==> config.mk <==
export PLATFORM = sky130hd
export DESIGN_NAME = sdcard_arbiter_flat
export DESIGN_NICKNAME = d
export VERILOG_FILES = /design/src/rtl/sdcard_arbiter_if.sv /design/src/rtl/sdcard_arbiter.sv /design/src/flat_wrapper.sv
export SDC_FILE = /design/constraint.sdc
export NUM_CORES = 1
export LEC_CHECK = 0
export ABC_AREA = 1
export BUFFER_PORTS_ARGS = -buffer_cell sky130_fd_sc_hd__buf_2
export CAP_MARGIN = 0
export CORE_ASPECT_RATIO = 1.25
export CORE_MARGIN = 2
export CORE_UTILIZATION = 45
export DETAILED_ROUTE_END_ITERATION = 12
export PLACE_DENSITY = 0.63
export SYNTH_ARGS = -nofsm -noshare
export SYNTH_HDL_FRONTEND = slang
export SYNTH_SLANG_ARGS = --single-unit
==> constraint.sdc <==
create_clock -name clk_p -period 2.78 [get_ports clk_p]
set_input_delay 0.556 -clock clk_p [delete_from_list [all_inputs] [get_ports clk_p]]
set_output_delay 0.556 -clock clk_p [all_outputs]
set_load 0.01 [all_outputs]
==> src/rtl/sdcard_arbiter_if.sv <==
// Groups the SD-card arbiter's request/grant, SPI drive and card-pin signals.
// Latency: none, this is a plain signal bundle.
// Backpressure: none; the slave modport is the arbiter, master is the controller/bench side.
//
// Ports (arbiter view): sdreq_i/sdack_o per-controller request/grant, cs_i/mosi_i/sclk_i
// per-controller SPI drive, miso_o broadcast, sdcard_* card pins, owner_o, busy_o,
// tmo_err_o sticky timeout flag, err_clr_i flag clear.
interface sdcard_arbiter_if;
  logic [3:0] sdreq_i;
  logic [3:0] sdack_o;
  logic [3:0] cs_i;
  logic [3:0] mosi_i;
  logic [3:0] sclk_i;
  logic       miso_o;
  logic       sdcard_cs;
  logic       sdcard_mosi;
  logic       sdcard_sclk;
  logic       sdcard_miso;
  logic [1:0] owner_o;
  logic       busy_o;
  logic       tmo_err_o;
  logic       err_clr_i;

  modport slave (
    input  sdreq_i, cs_i, mosi_i, sclk_i, sdcard_miso, err_clr_i,
    output sdack_o, miso_o, sdcard_cs, sdcard_mosi, sdcard_sclk, owner_o, busy_o, tmo_err_o
  );

  modport master (
    output sdreq_i, cs_i, mosi_i, sclk_i, sdcard_miso, err_clr_i,
    input  sdack_o, miso_o, sdcard_cs, sdcard_mosi, sdcard_sclk, owner_o, busy_o, tmo_err_o
  );
endinterface

==> src/rtl/sdcard_arbiter.sv <==
// Round-robin arbiter sharing one SPI SD card between four controllers, with guard gap and watchdog.
// Latency: grant one edge after an eligible request; card pins follow the owner combinationally.
// Backpressure: a controller holds sdreq_i until sdack_o; a hog is cut off and locked out by the watchdog.
//
// Ports: clk_p clock, sys_init_n async active-low reset, bus (sdcard_arbiter_if.slave) carrying
// requests/grants, per-controller SPI lines, card pins, owner/busy status and the timeout flag.
module sdcard_arbiter #(
  parameter int GUARD = 4,   // idle cycles between grants, 1..255
  parameter int TMO_W = 24   // watchdog width
) (
  input  logic            clk_p,
  input  logic            sys_init_n,
  sdcard_arbiter_if.slave bus
);

  typedef enum logic [1:0] {
    ST_IDLE  = 2'd0,
    ST_GRANT = 2'd1,
    ST_GUARD = 2'd2
  } state_e;

  localparam logic [TMO_W-1:0] WD_MAX   = {TMO_W{1'b1}};
  localparam logic [TMO_W-1:0] WD_ONE   = {{(TMO_W-1){1'b0}}, 1'b1};
  localparam logic [7:0]       GUARD_LD = GUARD[7:0];

  state_e           state_q, state_d;
  logic [1:0]       owner_q, owner_d;
  logic [1:0]       ptr_q, ptr_d;
  logic [3:0]       lock_q, lock_d;
  logic [3:0]       ack_q, ack_d;
  logic [TMO_W-1:0] wd_q, wd_d;
  logic [7:0]       gcnt_q, gcnt_d;
  logic             tmo_q, tmo_d;

  logic [3:0]       elig;
  logic             found;
  logic [1:0]       pick;
  logic [1:0]       scan_idx;
  logic [TMO_W-1:0] wd_inc;
  logic             set_err;
  logic             grant_act;

  always_ff @(posedge clk_p or negedge sys_init_n) begin
    if (!sys_init_n) begin
      state_q <= ST_IDLE;
      owner_q <= 2'd0;
      ptr_q   <= 2'd0;
      lock_q  <= 4'd0;
      ack_q   <= 4'd0;
      wd_q    <= '0;
      gcnt_q  <= 8'd0;
      tmo_q   <= 1'b0;
    end else begin
      state_q <= state_d;
      owner_q <= owner_d;
      ptr_q   <= ptr_d;
      lock_q  <= lock_d;
      ack_q   <= ack_d;
      wd_q    <= wd_d;
      gcnt_q  <= gcnt_d;
      tmo_q   <= tmo_d;
    end
  end

  always_comb begin
    state_d  = state_q;
    owner_d  = owner_q;
    ptr_d    = ptr_q;
    ack_d    = ack_q;
    wd_d     = wd_q;
    gcnt_d   = gcnt_q;
    set_err  = 1'b0;
    // A lock only survives while its controller keeps requesting.
    lock_d   = lock_q & bus.sdreq_i;

    // Rotating scan starting at ptr; first eligible channel wins.
    elig     = bus.sdreq_i & ~lock_q;
    found    = 1'b0;
    pick     = ptr_q;
    scan_idx = ptr_q;
    for (int i = 0; i < 4; i++) begin
      scan_idx = ptr_q + 2'(i);
      if (!found && elig[scan_idx]) begin
        found = 1'b1;
        pick  = scan_idx;
      end
    end

    // Watchdog value counts completed granted cycles; expiry is when that count hits all-ones.
    wd_inc = (wd_q == WD_MAX) ? wd_q : wd_q + WD_ONE;

    case (state_q)
      ST_IDLE: begin
        if (found) begin
          owner_d = pick;
          ack_d   = 4'b0001 << pick;
          wd_d    = '0;
          state_d = ST_GRANT;
        end
      end
      ST_GRANT: begin
        wd_d = wd_inc;
        if (!bus.sdreq_i[owner_q] || (wd_inc == WD_MAX)) begin
          ack_d   = 4'd0;
          ptr_d   = owner_q + 2'd1;
          gcnt_d  = GUARD_LD;
          state_d = ST_GUARD;
          // A request dropped on the expiry edge is an ordinary release.
          if (bus.sdreq_i[owner_q]) begin
            set_err         = 1'b1;
            lock_d[owner_q] = 1'b1;
          end
        end
      end
      ST_GUARD: begin
        gcnt_d = gcnt_q - 8'd1;
        if (gcnt_q <= 8'd1) begin
          state_d = ST_IDLE;
        end
      end
      default: begin
        state_d = ST_IDLE;
      end
    endcase

    // Set beats clear when both land on the same edge.
    tmo_d = tmo_q;
    if (set_err) begin
      tmo_d = 1'b1;
    end else if (bus.err_clr_i) begin
      tmo_d = 1'b0;
    end
  end

  // Pins derive from registered state only, so an async reset releases them immediately.
  assign grant_act       = (state_q == ST_GRANT);
  assign bus.sdack_o     = ack_q;
  assign bus.owner_o     = owner_q;
  assign bus.busy_o      = (state_q != ST_IDLE);
  assign bus.tmo_err_o   = tmo_q;
  assign bus.miso_o      = bus.sdcard_miso;
  assign bus.sdcard_cs   = grant_act ? bus.cs_i[owner_q]   : 1'b1;
  assign bus.sdcard_mosi = grant_act ? bus.mosi_i[owner_q] : 1'b1;
  assign bus.sdcard_sclk = grant_act ? bus.sclk_i[owner_q] : 1'b0;

endmodule

==> src/flat_wrapper.sv <==
// flat-port wrapper written by rule: the top's interface ports become plain ports
module sdcard_arbiter_flat 
#(
  parameter int GUARD = 4,                                        
  parameter int TMO_W = 24                    
)
  (clk_p, sys_init_n, bus_sdreq_i, bus_cs_i, bus_mosi_i, bus_sclk_i, bus_sdcard_miso, bus_err_clr_i, bus_sdack_o, bus_miso_o, bus_sdcard_cs, bus_sdcard_mosi, bus_sdcard_sclk, bus_owner_o, bus_busy_o, bus_tmo_err_o);
  sdcard_arbiter_if bus_i ();
  input  logic clk_p;
  input  logic sys_init_n;
  input wire logic [$bits(bus_i.sdreq_i)-1:0] bus_sdreq_i;
  input wire logic [$bits(bus_i.cs_i)-1:0] bus_cs_i;
  input wire logic [$bits(bus_i.mosi_i)-1:0] bus_mosi_i;
  input wire logic [$bits(bus_i.sclk_i)-1:0] bus_sclk_i;
  input wire logic [$bits(bus_i.sdcard_miso)-1:0] bus_sdcard_miso;
  input wire logic [$bits(bus_i.err_clr_i)-1:0] bus_err_clr_i;
  output wire logic [$bits(bus_i.sdack_o)-1:0] bus_sdack_o;
  output wire logic [$bits(bus_i.miso_o)-1:0] bus_miso_o;
  output wire logic [$bits(bus_i.sdcard_cs)-1:0] bus_sdcard_cs;
  output wire logic [$bits(bus_i.sdcard_mosi)-1:0] bus_sdcard_mosi;
  output wire logic [$bits(bus_i.sdcard_sclk)-1:0] bus_sdcard_sclk;
  output wire logic [$bits(bus_i.owner_o)-1:0] bus_owner_o;
  output wire logic [$bits(bus_i.busy_o)-1:0] bus_busy_o;
  output wire logic [$bits(bus_i.tmo_err_o)-1:0] bus_tmo_err_o;
  assign bus_i.sdreq_i = bus_sdreq_i;
  assign bus_i.cs_i = bus_cs_i;
  assign bus_i.mosi_i = bus_mosi_i;
  assign bus_i.sclk_i = bus_sclk_i;
  assign bus_i.sdcard_miso = bus_sdcard_miso;
  assign bus_i.err_clr_i = bus_err_clr_i;
  assign bus_sdack_o = bus_i.sdack_o;
  assign bus_miso_o = bus_i.miso_o;
  assign bus_sdcard_cs = bus_i.sdcard_cs;
  assign bus_sdcard_mosi = bus_i.sdcard_mosi;
  assign bus_sdcard_sclk = bus_i.sdcard_sclk;
  assign bus_owner_o = bus_i.owner_o;
  assign bus_busy_o = bus_i.busy_o;
  assign bus_tmo_err_o = bus_i.tmo_err_o;
  sdcard_arbiter #(.GUARD(GUARD), .TMO_W(TMO_W)) u_core (.clk_p(clk_p), .sys_init_n(sys_init_n), .bus(bus_i));
endmodule
== After elaboration in Yosys (flattened, before gate mapping) ==
Index checks and enable logic that the tools add are counted.

* Register bits: 47
* Output and inout port bits: 12
* Logic and storage cells: 101

* $add $sub $neg: 6
* Magnitude comparators: 7
* Equal/unequal tests: 7
* Shift-type cells: 1
* Multiplexer cells: 48
* Bitwise operators: 4
* Reduce and logical (&&, ||, !) cells: 20

{| class="wikitable"
|+ Operator list
! cell !! number
|-
| 24-bit == test (second input constant) || 2
|-
| 24-bit two-way mux || 2
|-
| 24-bit case mux with 2 select lines || 1
|-
| 24-bit by 1-bit adder with 24-bit output (second input constant) || 1
|-
| 1-bit two-way mux || 21
|-
| 4-bit two-way mux || 5
|-
| 1-bit binary-select mux with 2-bit select || 8
|-
| 8-bit case mux with 2 select lines || 1
|-
| 2-bit by 3-bit < comparator with 1-bit output (second input constant) || 5
|-
| 2-bit two-way mux || 6
|-
| 4-bit AND || 2
|-
| 8-bit by 1-bit <= comparator with 1-bit output (second input constant) || 1
|-
| 8-bit two-way mux || 1
|-
| 4-bit case mux with 2 select lines || 1
|-
| 2-bit AND reduction || 4
|-
| 2-bit nonzero test || 4
|-
| 8-bit by 1-bit subtractor with 8-bit output (second input constant) || 1
|-
| 2-bit case mux with 3 select lines || 1
|-
| 3-bit AND reduction || 2
|-
| 2-bit by 1-bit adder with 2-bit output (second input constant) || 2
|-
| 2-bit adder (second input constant) || 2
|-
| 1-bit logical AND || 4
|-
| 1-bit zero test || 4
|-
| 2-bit by 1-bit != test with 1-bit output (second input constant) || 2
|-
| other kinds (10) || 10
|}

== Longest topological paths before layout ==
* Word-level depth: 17
* Mapped depth: 18
* Mapped depth without buffers: 18

== Worst setup path before layout ==
No wires, ideal clock.

* Path kind: register to register
* Start point: reg u_core.wd_q[0]
* End point: reg u_core.ack_q[3] (netlist: u_core.bus.sdack_o[3])
* Library setup time: 116 ps
* Data arrival time: 2021 ps
* Data required time: 2664 ps
* Setup slack: 643 ps
* Cell stages (with the launch flop): 18
* Path buffers: 1
* Cells stage by stage: dfrtp_1 ha_1 nand2_2 nor2_4 nand2_4 nor2_4 nand2_2 nand2_1 nand2_1 nor2_1 nand3_1 nor2_1 nand2_1 nand2_2 nand2_4 buf_6 nand3_2 nand2_1

* Longest elaborated chain between the ends: 6
* Elaborated cells on any way between the ends: 7
* Those cells by class: 1 x add/sub; 3 x eq/ne; 1 x mux; 2 x reduce/logical

{| class="wikitable"
|+ Ends and longest elaborated chain
! item !! line !! source
|-
| from (decl) || sdcard_arbiter.sv:31 || <nowiki>logic [TMO_W-1:0] wd_q, wd_d;</nowiki>
|-
| from (signal assigned) || sdcard_arbiter.sv:59 || <nowiki>wd_q <= wd_d;</nowiki>
|-
| 24-bit by 1-bit adder with 24-bit output or 24-bit == test (tied branches) || sdcard_arbiter.sv:90 || <nowiki>wd_inc = (wd_q == WD_MAX) ? wd_q : wd_q + WD_ONE;</nowiki>
|-
| 24-bit two-way mux * || sdcard_arbiter.sv:90 ||
|-
| 24-bit == test * || sdcard_arbiter.sv:103 || <nowiki>if (!bus.sdreq_i[owner_q] || (wd_inc == WD_MAX)) begin</nowiki>
|-
| 1-bit logical OR * || sdcard_arbiter.sv:103 ||
|-
| 2-bit != test (no source line) * || n/a ||
|-
| 3-bit AND reduction (no source line) * || n/a ||
|-
| to (signal assigned) || sdcard_arbiter.sv:58 || <nowiki>ack_q <= ack_d;</nowiki>
|-
| to (decl) || sdcard_arbiter.sv:30 || <nowiki>logic [3:0] ack_q, ack_d;</nowiki>
|}

Every way passes the cells marked *; elsewhere a longest branch is shown, timed or not.
A chain may end at the register's enable or synchronous reset.

== Final worst setup path ==
* Start point: reg u_core.wd_q[0]
* End point: reg u_core.gcnt_q[4]

* Longest elaborated chain between the ends: 6
* Elaborated cells on any way between the ends: 7
* Those cells by class: 1 x add/sub; 3 x eq/ne; 1 x mux; 2 x reduce/logical

{| class="wikitable"
|+ Ends and longest elaborated chain
! item !! line !! source
|-
| 24-bit by 1-bit adder with 24-bit output or 24-bit == test (tied branches) || sdcard_arbiter.sv:90 ||
|-
| 24-bit two-way mux * || sdcard_arbiter.sv:90 ||
|-
| 24-bit == test * || sdcard_arbiter.sv:103 ||
|-
| 1-bit logical OR * || sdcard_arbiter.sv:103 ||
|-
| 2-bit != test (no source line) * || n/a ||
|-
| 2-bit AND reduction (no source line) * || n/a ||
|-
| to (signal assigned) || sdcard_arbiter.sv:60 || <nowiki>gcnt_q <= gcnt_d;</nowiki>
|-
| to (decl) || sdcard_arbiter.sv:32 || <nowiki>logic [7:0] gcnt_q, gcnt_d;</nowiki>
|}

Marked as above.

==> impl_metrics.tcl <==
set metrics [dict create \
    outcome "finished clean" \
    placed_area_um2 3730 \
    first_iter_violations 238 \
    power_density_nw_per_um2 307 \
    dieArea_um2 8420 \
    power.switching_uw 298 \
    rows 35 \
    endpoint_kind "flop" \
    syn-num-nets 554 \
    ys_types 36 \
    ios 32 \
    slew_headroom 0.637 \
    die_w_um 82.5 \
    pwr-share-comb 0.044 \
    cts_inserted_buffers 5 \
    worst_setup_path_start_kind "flop" \
    worst_pin_slew_ns 0.543 \
    final_max_slew_viol_count 0 \
    setup_viol 0 \
    setup_tns_ns 0 \
    multi_input_area_um2 2010 \
    grt_pass1_vias 3343 \
    seq_power_share 0.575 \
    drt_first_pass_iters 4 \
    fp.dieH_um 102 \
    peakVddDrop_mv 0.212 \
    final_nets 591 \
    grt_start_max_net_pins 25 \
    clk_pin_slew_ns 0.11 \
    crit_type "reg2reg" \
    drc 0 \
    clock-sinks 47 \
    drive_gt1_frac 0.152 \
    antenna_found_initial 0 \
    fin_crit_sh 0.921 \
    p_sw_frac 0.251 \
    overflow 0 \
    cts_tree "done" \
    fin_util 0.523 \
    core_um2 7400 \
    p_leak_nw 2.31 \
    track_usage 0.237 \
    avgSynthCellArea_um2 6.57 \
    diodes 0 \
    ys_ff_latch 47 \
    design_area_um2 3870 \
    crit_arrival_ns 2.77 \
    place_congestion 1.05 \
    holdCritPathClass "in2async" \
    clock-root-buffer "clkbuf_8" \
    vias_per_cell 5.30 \
    synth_seq_area_share 0.339 \
    path_max_fanout 18 \
    htree_levels 2 \
    fmax_ghz 0.391 \
    portBuffers 29 \
    hold_viol_final 0 \
    fin_hold_ws_ns 0.0973 \
    start_util 0.468 \
    pwr-share-clk 0.380 \
    num_vias 3484 \
    clk_path_buf_depth 2 \
    yosys_warnings 0 \
    pre_cts_slack_ns 0.188 \
    clock_skew_ns 0.0137 \
    clkLatencyLatePin_ns 0.31 \
    wl_um 9160 \
    setup_slack_ns 0.220 \
    syn2layout_area_growth_pct 11.7 \
    synthCells 527 \
    rsz0062_at_grt "no" \
    worstPathRequired_ns 2.99 \
    post_drt_wl_per_cell_um 13.9 \
    fillCellCount 785 \
    regArea_um2 1180 \
    internal_power_uw 889 \
    dp_hpwl_um 7330 \
    drv_cap 0 \
    final.min_clock_period_ns 2.56 \
    synth_area_um2 3460 \
    grt_pass1_wl_um 15500 \
    ant_nets 0 \
]
[cell usage in the layout (no fill, tap or decap), types with 2 or more instances in the layout]
master / count
nor2_1: 67
ha_1: 7
nand3_2: 9
buf_2: 29
inv_2: 2
a21oi_1: 5
clkbuf_8: 5
o311ai_0: 2
nand2_2: 10
nand4_1: 15
nand3_1: 37
xnor2_1: 2
inv_1: 61
clkinv_1: 2
xor2_1: 5
o21ai_1: 2
o21ai_0: 35
o22ai_1: 12
dfrtp_1: 47
nand2_1: 169
or2_2: 5
nor3_1: 5
nor2_4: 5
buf_4: 11
nand2_4: 3
[worst max-delay path, stage by stage (launching register included)]
cell and delay (ns):
dfrtp_1 0.41, ha_1 0.25, nand2_2 0.11, nor2_4 0.20, nand2_4 0.11, nor2_8 0.13
nand2_2 0.09, nand2_1 0.07, nand2_1 0.06, nor2_1 0.24, nand3_1 0.12, nor2_1 0.12
nand2_1 0.08, nand2_2 0.10, nand2_4 0.16, and3_1 0.19
[flip-flops by register name, summed over array words and instances, names as in the netlist]
register / count
u_core.state_q: 2
u_core.bus.owner_o: 2
u_core.wd_q: 24
u_core.ptr_q: 2
u_core.lock_q: 4
u_core.gcnt_q: 8
u_core.bus.sdack_o: 4
u_core.bus.tmo_err_o: 1
[path summary, 6_finish.rpt]
check                            startpoint              endpoint  slack, ns  depth (start not counted)
max                          u_core.wd_q[0]      u_core.gcnt_q[4]       0.22                         15
min                              sys_init_n       u_core.wd_q[14]        0.1                          1
max reg2reg                  u_core.wd_q[0]      u_core.gcnt_q[4]       0.22                         15
min reg2reg                u_core.lock_q[1]      u_core.lock_q[1]       0.48                          2
max in group asynchronous        sys_init_n       u_core.wd_q[15]       2.07                          2
min in group clk_p            bus_err_clr_i  u_core.bus.tmo_err_o       0.43                          2
[synth_stat cells]
| cell type | n | area [um2] |
|---|---|---|
| a21oi_1 | 5 | 25.0 |
| a32oi_1 | 1 | 8.76 |
| and3_1 | 1 | 6.26 |
| buf_2 | 2 | 10.0 |
| buf_4 | 2 | 15.0 |
| buf_6 | 1 | 11.3 |
| clkbuf_1 | 5 | 18.8 |
| clkinv_1 | 2 | 7.51 |
| dfrtp_1 | 47 | 1180 |
| ha_1 | 7 | 87.6 |
| inv_1 | 61 | 229 |
| inv_2 | 2 | 7.51 |
| nand2_1 | 174 | 653 |
| nand2_2 | 6 | 37.5 |
| nand2_4 | 2 | 22.5 |
| nand3_1 | 38 | 190 |
| nand3_2 | 8 | 80.1 |
| nand3_4 | 1 | 17.5 |
| nand3b_1 | 1 | 7.51 |
| nand4_1 | 15 | 93.8 |
| nor2_1 | 67 | 251 |
| nor2_2 | 1 | 6.26 |
| nor2_4 | 5 | 56.3 |
| nor2_8 | 1 | 20.0 |
| nor3_1 | 5 | 25.0 |
| nor3b_1 | 1 | 7.51 |
| nor4_1 | 1 | 6.26 |
| o21ai_0 | 35 | 175 |
| o21ai_1 | 2 | 10.0 |
| o21ai_2 | 1 | 8.76 |
| o21bai_1 | 1 | 7.51 |
| o22ai_1 | 12 | 75.1 |
| o311ai_0 | 2 | 17.5 |
| or2_2 | 5 | 31.3 |
| xnor2_1 | 2 | 17.5 |
| xor2_1 | 5 | 43.8 |
[layout make-up]
class | instances | share of cell area
clock buffer | 5 | 0.0178
inverter | 65 | 0.0630
clock inverter | 3 | 0.00711
sequential | 47 | 0.304
tap | 92 | 0.0297
timing repair buffer | 40 | 0.0588
multi-input combinational | 405 | 0.520
[layer usage]
layer	up-vias	share of wire	GRT usage
li1	1764	-	-
met1	1603	0.43	0.291
met2	86	0.49	0.392
met3	31	0.032	0.0327
met4	0	0.048	0.135
met5	-	0	0
[cells by family after synthesis]
group,after synthesis,synth area share
adder cells (fa/ha/maj),7,0.0253
flip-flops,47,0.339
AND/OR/NAND/NOR,332,0.437
buffers and inverters,75,0.0863
AO/OA/AOI/OAI,59,0.0946
XOR/XNOR,7,0.0177
[power by group through the flow]
stage	sequential, mW	clock (mW)	combinational (mW)
after CTS	0.683	0.468	0.0547
after floorplan	0.697	0	0.0212
after detailed placement	0.697	0	0.0544
after global placement	0.697	0	0.0537
final	0.683	0.451	0.0527
after global routing	0.683	0.500	0.0628
[timing repair]
item | 4_1_cts | 5_1_grt
hold buffers | 0 | 0
setup endpoints to repair | 0 | 4
buffers inserted | 0 | 3
resized for setup | 0 | 7
[per-stage QoR]
stage          power, mW  instances
6_report            1.19        657
5_1_grt             1.25        657
4_1_cts             1.21        654
3_5_place_dp       0.751        646
3_3_place_gp       0.750        646
2_1_floorplan      0.718        527
Power figures use the tool's default switching activity.
